### src/rtl/fetch_stage_pkg.sv
// ---------------------------------------------------------------------------
// fetch_stage_pkg
// Shared core package for the instruction fetch slice.
//   fetch_state_e      : fetch FSM states (request / waiting / holding)
//   NOP_INSTR_DEFAULT  : default bubble encoding placed into IF/ID
//   RESET_PC_DEFAULT   : default first fetch address after reset
//   pc_next_word       : 32-bit modular pc + 4
// ---------------------------------------------------------------------------
package fetch_stage_pkg;

    typedef enum logic [1:0] {
        S_REQ  = 2'd0,
        S_WAIT = 2'd1,
        S_HOLD = 2'd2
    } fetch_state_e;

    localparam logic [31:0] NOP_INSTR_DEFAULT = 32'h0000_0000;
    localparam logic [31:0] RESET_PC_DEFAULT  = 32'h0000_0000;

    // Wraps naturally at 32 bits: 32'hFFFF_FFFC + 4 = 32'h0000_0000.
    function automatic logic [31:0] pc_next_word(input logic [31:0] pc);
        return pc + 32'd4;
    endfunction

endpackage

### src/rtl/fetch_stage_if_id_reg.sv
// ---------------------------------------------------------------------------
// if_id_reg
// IF/ID pipeline register with explicit control priority:
//   reset > i_flush (bubble) > i_load (new instruction) > i_hold (keep)
//   and a bubble when none of them is asserted.
// Ports:
//   clk, reset          : clock, synchronous active-high reset
//   i_load              : capture i_instr / i_pc4 as a valid instruction
//   i_flush             : force a bubble
//   i_hold              : keep the current contents
//   i_instr, i_pc4      : instruction and fetch address + 4 to capture
//   o_instr, o_pc4      : registered instruction / address + 4
//   o_valid             : registered instruction is real (not a bubble)
// ---------------------------------------------------------------------------
module if_id_reg
    import fetch_stage_pkg::*;
#(
    parameter logic [31:0] NOP_INSTR = NOP_INSTR_DEFAULT
) (
    input  logic        clk,
    input  logic        reset,
    input  logic        i_load,
    input  logic        i_flush,
    input  logic        i_hold,
    input  logic [31:0] i_instr,
    input  logic [31:0] i_pc4,
    output logic [31:0] o_instr,
    output logic [31:0] o_pc4,
    output logic        o_valid
);

    logic [31:0] r_instr;
    logic [31:0] r_pc4;
    logic        r_valid;

    always_ff @(posedge clk) begin
        if (reset || i_flush) begin
            r_instr <= NOP_INSTR;
            r_pc4   <= 32'd0;
            r_valid <= 1'b0;
        end else if (i_load) begin
            r_instr <= i_instr;
            r_pc4   <= i_pc4;
            r_valid <= 1'b1;
        end else if (!i_hold) begin
            r_instr <= NOP_INSTR;
            r_pc4   <= 32'd0;
            r_valid <= 1'b0;
        end
    end

    assign o_instr = r_instr;
    assign o_pc4   = r_pc4;
    assign o_valid = r_valid;

endmodule

### src/rtl/fetch_stage.sv
// ---------------------------------------------------------------------------
// fetch_stage
// Instruction fetch stage with a single outstanding memory request, a
// one-entry hold buffer for responses that arrive while the pipeline is
// stalled, and branch redirect that discards in-flight responses.
// Ports:
//   clk, reset                 : clock, synchronous active-high reset
//   stall_fetch                : hold pc, issue no new request
//   stall_decode               : hold IF/ID contents
//   branch_taken/branch_target : redirect strobe and address (bits [1:0] ignored)
//   imem_req/imem_addr         : request valid / word address (= pc)
//   imem_ready                 : request accepted this cycle
//   imem_valid/imem_rdata      : response strobe / instruction
//   if_id_instr/pc4/valid      : IF/ID register outputs
// ---------------------------------------------------------------------------
module fetch_stage
    import fetch_stage_pkg::*;
#(
    parameter logic [31:0] RESET_PC  = RESET_PC_DEFAULT,
    parameter logic [31:0] NOP_INSTR = NOP_INSTR_DEFAULT
) (
    input  logic        clk,
    input  logic        reset,
    input  logic        stall_fetch,
    input  logic        stall_decode,
    input  logic        branch_taken,
    input  logic [31:0] branch_target,
    output logic        imem_req,
    output logic [31:0] imem_addr,
    input  logic        imem_ready,
    input  logic        imem_valid,
    input  logic [31:0] imem_rdata,
    output logic [31:0] if_id_instr,
    output logic [31:0] if_id_pc4,
    output logic        if_id_valid
);

    fetch_state_e r_state;
    fetch_state_e w_state_next;

    logic [31:0] r_pc;
    logic [31:0] r_hold_buf;
    logic        r_discard;

    logic        w_stall_any;
    logic        w_resp;
    logic        w_resp_live;
    logic        w_imem_req;
    logic        w_load;
    logic [31:0] w_load_instr;
    logic [31:0] w_pc4;
    logic [31:0] w_target;

    assign w_stall_any = stall_fetch | stall_decode;
    assign w_pc4       = pc_next_word(r_pc);
    assign w_target    = branch_target & 32'hFFFF_FFFC;
    // A response only counts while waiting; a discarded one is dropped.
    assign w_resp      = (r_state == S_WAIT) && imem_valid;
    assign w_resp_live = w_resp && !r_discard;

    // ---------------- state register ----------------
    always_ff @(posedge clk) begin
        if (reset) begin
            r_state <= S_REQ;
        end else begin
            r_state <= w_state_next;
        end
    end

    // ---------------- next-state logic ----------------
    always_comb begin
        w_state_next = r_state;
        if (branch_taken) begin
            // A redirect with the response still in flight must keep waiting
            // for it so it can be thrown away; otherwise refetch immediately.
            w_state_next = (r_state == S_WAIT && !imem_valid) ? S_WAIT : S_REQ;
        end else begin
            case (r_state)
                S_REQ: begin
                    if (w_imem_req && imem_ready) begin
                        w_state_next = S_WAIT;
                    end
                end
                S_WAIT: begin
                    if (imem_valid) begin
                        if (r_discard || !w_stall_any) begin
                            w_state_next = S_REQ;
                        end else begin
                            w_state_next = S_HOLD;
                        end
                    end
                end
                S_HOLD: begin
                    if (!w_stall_any) begin
                        w_state_next = S_REQ;
                    end
                end
                default: w_state_next = S_REQ;
            endcase
        end
    end

    // ---------------- output / control logic ----------------
    always_comb begin
        w_imem_req   = (r_state == S_REQ) && !stall_fetch && !branch_taken && !reset;
        w_load       = !branch_taken && !w_stall_any &&
                       (w_resp_live || (r_state == S_HOLD));
        w_load_instr = (r_state == S_HOLD) ? r_hold_buf : imem_rdata;
    end

    // ---------------- pc / discard / hold buffer ----------------
    always_ff @(posedge clk) begin
        if (reset) begin
            r_pc       <= RESET_PC;
            r_discard  <= 1'b0;
            r_hold_buf <= 32'd0;
        end else if (branch_taken) begin
            r_pc       <= w_target;
            r_hold_buf <= 32'd0;
            if (r_state == S_WAIT) begin
                // Response still to come: remember to drop it.
                r_discard <= !imem_valid;
            end
        end else begin
            if (w_load) begin
                r_pc <= w_pc4;
            end
            if (w_resp) begin
                r_discard <= 1'b0;
            end
            if (w_resp_live && w_stall_any) begin
                r_hold_buf <= imem_rdata;
            end
        end
    end

    assign imem_req  = w_imem_req;
    assign imem_addr = r_pc;

    if_id_reg #(
        .NOP_INSTR (NOP_INSTR)
    ) u_if_id_reg (
        .clk     (clk),
        .reset   (reset),
        .i_load  (w_load),
        .i_flush (branch_taken),
        .i_hold  (stall_decode),
        .i_instr (w_load_instr),
        .i_pc4   (w_pc4),
        .o_instr (if_id_instr),
        .o_pc4   (if_id_pc4),
        .o_valid (if_id_valid)
    );

endmodule

### config.mk
export PLATFORM = sky130hd
export DESIGN_NAME = fetch_stage
export DESIGN_NICKNAME = d
export VERILOG_FILES = /design/src/rtl/fetch_stage_pkg.sv /design/src/rtl/fetch_stage_if_id_reg.sv /design/src/rtl/fetch_stage.sv
export SDC_FILE = /design/constraint.sdc
export NUM_CORES = 1
export LEC_CHECK = 0
export CORE_ASPECT_RATIO = 0.6
export CORE_MARGIN = 4
export CORE_UTILIZATION = 48
export DETAILED_ROUTE_END_ITERATION = 10
export MAX_ROUTING_LAYER = met4
export PLACE_DENSITY_LB_ADDON = 0.2
export SYNTH_ARGS = -nofsm -noshare
export SYNTH_HDL_FRONTEND = slang
export SYNTH_SLANG_ARGS = --single-unit
### constraint.sdc
create_clock -name clk -period 2.2 [get_ports clk]
set_input_delay 0.22 -clock clk [delete_from_list [all_inputs] [get_ports clk]]
set_output_delay 0.22 -clock clk [all_outputs]
set_load 0.01 [all_outputs]
After elaboration in Yosys (flattened, before gate mapping). Index checks and enable logic that the tools add are counted.

Logic and storage cells: 60. Flip-flop bits (word level): 132. Output and inout port bits: 98.

Mux-type cells: 18. Reduce and logical (&&, ||, !) cells: 25. $add $sub $neg: 1. Bitwise operators: 1. Eq/ne operators: 7.

Operators with widths (count): 32-bit two-way mux (6); 32-bit by 3-bit adder with 32-bit output (second input constant) (1); 1-bit logical AND (10); 2-bit two-way mux (5); 3-bit inequality test (second input constant) (3); 1-bit logical NOT (6); 1-bit two-way mux (6); 2-bit case mux with 3 select lines (1); 2-bit by 1-bit inequality test with 1-bit output (second input constant) (2); 2-bit nonzero test (2); 1-bit logical OR (3); 3-bit AND reduction (1); 2-bit by 1-bit == test with 1-bit output (second input constant) (1); 2-bit == test (second input constant) (1); 2-bit logical NOT (1); 2-bit AND reduction (1); 2-bit OR reduction (1); 1-bit OR (1).

Depth between registers and ports, before layout.
Depth after elaboration: 8. Depth in mapped cells: 7.

By module. A second synthesis with hierarchy kept.

Cells, all modules: 824. Area, all modules: 6630.1 µm².

Modules (own cells, without submodules): fetch_stage (seq. area each 1301.2 µm², instances 1, area an instance 3843.7 µm², cells an instance 536); if_id_reg (seq. area each 1301.2 µm², instances 1, area an instance 2786.4 µm², cells an instance 288).

Least setup slack after synthesis. Ideal clock, no wire load.

Path kind: flip-flop to flip-flop. From: register r_pc[2], in the netlist imem_addr[2]. To: register r_pc[30], in the netlist imem_addr[30]. Setup slack: 370 ps. Arrival: 1699 ps. Library setup time: 131 ps. Clock period less this slack: 1830 ps. Data required time: 2069 ps. Cell stages (with the launch flop): 7. Cell sequence: dfxtp_1 > ha_1 > and4_2 > nand2_1 > nor4_1 > xnor2_1 > o32ai_1.

Longest elaborated chain between the ends: 3.

RTL lines: from (decl) (line fetch_stage.sv:41) `logic [31:0] r_pc;`; from (signal assigned) (line fetch_stage.sv:118) `r_pc <= w_target;`; from (signal assigned) (line fetch_stage.sv:126) `r_pc <= w_pc4;`; 32-bit by 3-bit adder with 32-bit output (line fetch_stage_pkg.sv:22) `return pc + 32'd4;`; 32-bit two-way mux (line fetch_stage.sv:125) `if (w_load) begin`; 32-bit two-way mux (line fetch_stage.sv:117) `end else if (branch_taken) begin`.

No other way between the ends. The select of a mux whose other input is x is not followed. A chain may end at the register's enable or synchronous reset.

Worst setup path in the final report.
From: input port branch_taken. To: output port imem_req.

Longest elaborated chain between the ends: 3.

RTL lines: from (decl) (line fetch_stage.sv:26) `input logic branch_taken,`; 1-bit logical NOT (line fetch_stage.sv:105) `w_imem_req = (r_state == S_REQ) && !stall_fetch && !branch_taken && !reset;`; 1-bit logical AND (2 in a row) (line fetch_stage.sv:105); to (decl) (line fetch_stage.sv:28) `output logic imem_req,`.

No other way between the ends.

==> results.rst <==
.. list-table::
   :header-rows: 1

   * - Metric
     - Value
   * - Largest fanout of any net on the critical path
     - 2
   * - Total setup buffers inserted after CTS
     - 0
   * - Max-slew headroom
     - between 50% and 60%
   * - Minimum clock period
     - roughly 2100 ps
   * - Drt total wl
     - roughly 17000 µm
   * - Number of antenna violations at the first check in global routing
     - 0
   * - Final-report max-slew violation count
     - 0
   * - Area grow syn2layout
     - 40.7%
   * - Global-route usage over all layers
     - 25.6%
   * - TritonCTS clock tree
     - done
   * - Transition at the pin with the smallest max-transition slack
     - between 700 and 800 ps
   * - Cell at the slowest stage of the critical path
     - sky130_fd_sc_hd__clkdlybuf4s50_1
   * - Kind of launch point of the worst setup path
     - input port
   * - IR Drop Worst-Case VDD
     - 612 µV
   * - Most prevalent standard cell on the critical path
     - sky130_fd_sc_hd__clkdlybuf4s50_1
   * - Critical Path RT
     - 1980 ps
   * - Delay of the slowest cell on the worst path
     - between 600 and 700 ps
   * - RSZ-0062 raised after global routing
     - no
   * - Number of synthesis warnings
     - 0
   * - Std cell rows
     - 30
   * - Count of endpoints failing setup in the final report
     - 0
   * - Cell family with most CP delay
     - buffers and inverters
   * - CTS buffer count
     - 17
   * - Die width
     - ~150 µm
   * - Async set-or-reset flop fraction in the synthesized netlist
     - 0%
   * - Antenna fix cells
     - 0
   * - Max Clk Rate
     - approximately 0.47 GHz
   * - Crit. End Element
     - output pin
   * - Clock Path Buffers
     - 2
   * - Power density over the cells
     - ~700 nW/µm²
   * - Number of antenna-violating nets in the routed design
     - 0
   * - Number of violations reported at the end of detailed-routing iteration 0
     - 258
   * - Number of port buffers
     - ~160
   * - Last weighted congestion value of the routability-driven placer
     - about 0.86
   * - Total die area
     - approximately 14000 µm²
   * - Global route hottest layer
     - met2
   * - Clock-pin slew reported for the worst setup and hold paths after clock tree synthesis
     - roughly 50 ps
   * - Vias
     - about 5500
   * - Number of global-route vias before repair
     - 5364
   * - Routing usage on met2
     - between 30% and 40%
   * - Number of optimization iterations in the first detailed-route pass
     - 4
   * - Mean post-synth cell area
     - around 8.6 µm²
   * - Setup TNS after final layout
     - 0 ps
   * - Cell Area, Synth
     - between 5000 and 6000 µm²
   * - First-pass GRT wire length
     - about 28000 µm
   * - Per-cell via count in the routed design
     - ~5.4
   * - Max_cap viols
     - 0
   * - Synthesized netlist cell count
     - 678
   * - EDFF count, synth
     - 0
   * - Fraction of layout instances using a drive strength above 1
     - slightly above 10%
   * - Global-route track usage on met3
     - 7.22%
   * - DRC violation count after routing
     - 0
   * - Initial Util
     - approximately 50%
   * - Final hold viol count
     - 0
   * - Cells traversed along the worst timing path
     - clkdlybuf4s50_1 > or2_2 > nor4_1 > clkdlybuf4s50_1
   * - Seq/Total Area, Yosys
     - about 44%
   * - Type of the setup path with the least slack
     - input port to output pin
   * - Crit path DAT
     - ~1900 ps
   * - Cell type contributing the most total cell area after synthesis
     - sky130_fd_sc_hd__dfxtp_1
   * - Clock insertion delay at the later pin of the skew report
     - just over 400 ps
   * - Number of I/O pins
     - 169
   * - Seq cells post-synth
     - approximately 130
   * - Dominant cells by area after synthesis
     - sky130_fd_sc_hd__dfxtp_1, sky130_fd_sc_hd__nand2_1, sky130_fd_sc_hd__mux2i_1
   * - Grt met1 use
     - 34.0%
   * - Reported leakage power
     - around 3.0 nW
   * - CTS hold repair buffers
     - 0
   * - Clock tree skew after final layout
     - 10.6 ps
   * - Sink Count
     - 128
   * - Maximum number of pins on one net before global-route repair
     - 45
   * - Sum of buffers and inverters on the critical path
     - 2
   * - Final net count
     - between 900 and 1000
   * - Library cell used as clock root buffer
     - sky130_fd_sc_hd__clkbuf_16
   * - Area share of the largest cell type after synthesis
     - 44.1%
   * - Unique masters post-synth
     - 66
   * - Outcome
     - finished clean
   * - Detailed Place HPWL
     - between 10000 and 15000 µm
   * - GR Overflow Total
     - 0
   * - Final worst path period share
     - a little over nine tenths
   * - Vertical die dimension
     - a little over 90 µm
   * - PostCTS Resize Cnt
     - 0
   * - Wire length per cell
     - ~17 µm
   * - Floorplan Core Area
     - between 10000 and 15000 µm²
   * - H-Tree Depth
     - 4
   * - Post-synth top flop
     - sky130_fd_sc_hd__dfxtp_1
   * - Post-layout power
     - about 5.7 mW
   * - Path class of the lowest-slack min-delay path
     - input port to register
-- Yosys cell counts (all sizes together) (2+ instances only) --
master,instances
xnor2,30
a22oi,6
a21oi,38
mux2i,34
nor4,10
nand2,152
a211oi,16
xor2,13
nor2,44
nor2b,2
and3,6
o22ai,2
nand3,15
a311oi,5
dfxtp,128
clkbuf,32
nand4,8
and2,6
and4,4
or2,2
o211ai,2
a32oi,2
buf,17
or3,4
o21a,3
nor3,13
inv,6
o21ai,63
-- final timing paths --
kind	startpoint	endpoint	slack (ps)	depth (start not counted)
setup reg to reg	imem_addr[3]$_SDFFE_PP0P_	imem_addr[26]$_SDFFE_PP0P_	140	7
setup / recovery	branch_taken	imem_req	90	4
hold reg to reg	u_if_id_reg.o_valid$_SDFFE_PP0P_	u_if_id_reg.o_valid$_SDFFE_PP0P_	450	2
hold / removal	branch_target[7]	imem_addr[7]$_SDFFE_PP0P_	380	3
-- power breakdown --
part           internal, mW  leakage, nW  total (mW)  switching, mW
registers              2.36         1.04        2.43         0.0671
clock network          1.78        0.287        2.82           1.04
logic                 0.272         1.72       0.489          0.217
-- flip-flops by register name, summed over array words and instances (netlist names) --
register             flops
imem_addr               30
r_discard                1
r_hold_buf              32
r_state                  2
u_if_id_reg.o_instr     32
u_if_id_reg.o_pc4       30
u_if_id_reg.o_valid      1
-- layer usage --
layer	routed length, µm	share of wire [%]
met1	8000	46
met2	7670	44
met3	1440	8.3
met4	227	1.3
met5	0	0
-- logic make-up (layout without fill, tap and decap cells) --
logic type / after synthesis / in the layout / share of synthesized area (%)
other: 1 / 4 / 0.0645
AO/OA/AOI/OAI: 144 / 144 / 14.8
multiplexers: 34 / 34 / 5.85
AND/OR/NAND/NOR: 271 / 271 / 22.8
flip-flops: 128 / 128 / 44.1
adder cells (fa/ha/maj): 1 / 1 / 0.215
XOR/XNOR: 43 / 43 / 6.48
buffers and inverters: 56 / 224 / 5.75
-- final cells by class --
type,instances,area (µm²)
inverter,6,22.5
clock buffer,18,429
tap,160,200
sequential,128,2560
clock inverter,13,164
timing repair buffer,187,1860
fill,919,3380
multi-input combinational,497,2940
-- worst reg2reg max path: stages, from the launching register on --
cell                       delay, ps
sky130_fd_sc_hd__dfxtp_1         400
sky130_fd_sc_hd__ha_2            280
sky130_fd_sc_hd__and4_2          290
sky130_fd_sc_hd__nand2_1         210
sky130_fd_sc_hd__buf_4           250
sky130_fd_sc_hd__nor4_2          210
sky130_fd_sc_hd__xnor2_1         140
sky130_fd_sc_hd__a211oi_2        220
-- layout by cell type (no fill, tap or decap), types with 15 or more instances in the layout --
master	netlist	routed
sky130_fd_sc_hd__clkbuf_16	0	17
sky130_fd_sc_hd__nand2_1	152	152
sky130_fd_sc_hd__a211oi_1	15	15
sky130_fd_sc_hd__xnor2_1	30	30
sky130_fd_sc_hd__a21oi_1	38	38
sky130_fd_sc_hd__clkdlybuf4s50_1	0	162
sky130_fd_sc_hd__nor2_1	43	43
sky130_fd_sc_hd__buf_4	5	21
sky130_fd_sc_hd__mux2i_1	34	34
sky130_fd_sc_hd__o21ai_0	59	59
sky130_fd_sc_hd__dfxtp_1	128	128
-- per-stage QoR --
stage | area, µm² | hold WS, ps | setup WS, ps | util (%) | instances
finish | 8180 | 385 | 92.2 | 70.7 | 1009
global placement | 7580 | 433 | 70.7 | 65.6 | 978
detailed placement | 7580 | 441 | 8.70 | 65.6 | 978
floorplan | 5830 | 317 | 370 | - | 681
CTS | 8180 | 372 | 80.8 | 70.7 | 1009
global route | 8180 | 378 | 9.01 | 70.7 | 1009
(Power assumes the default switching activity.)
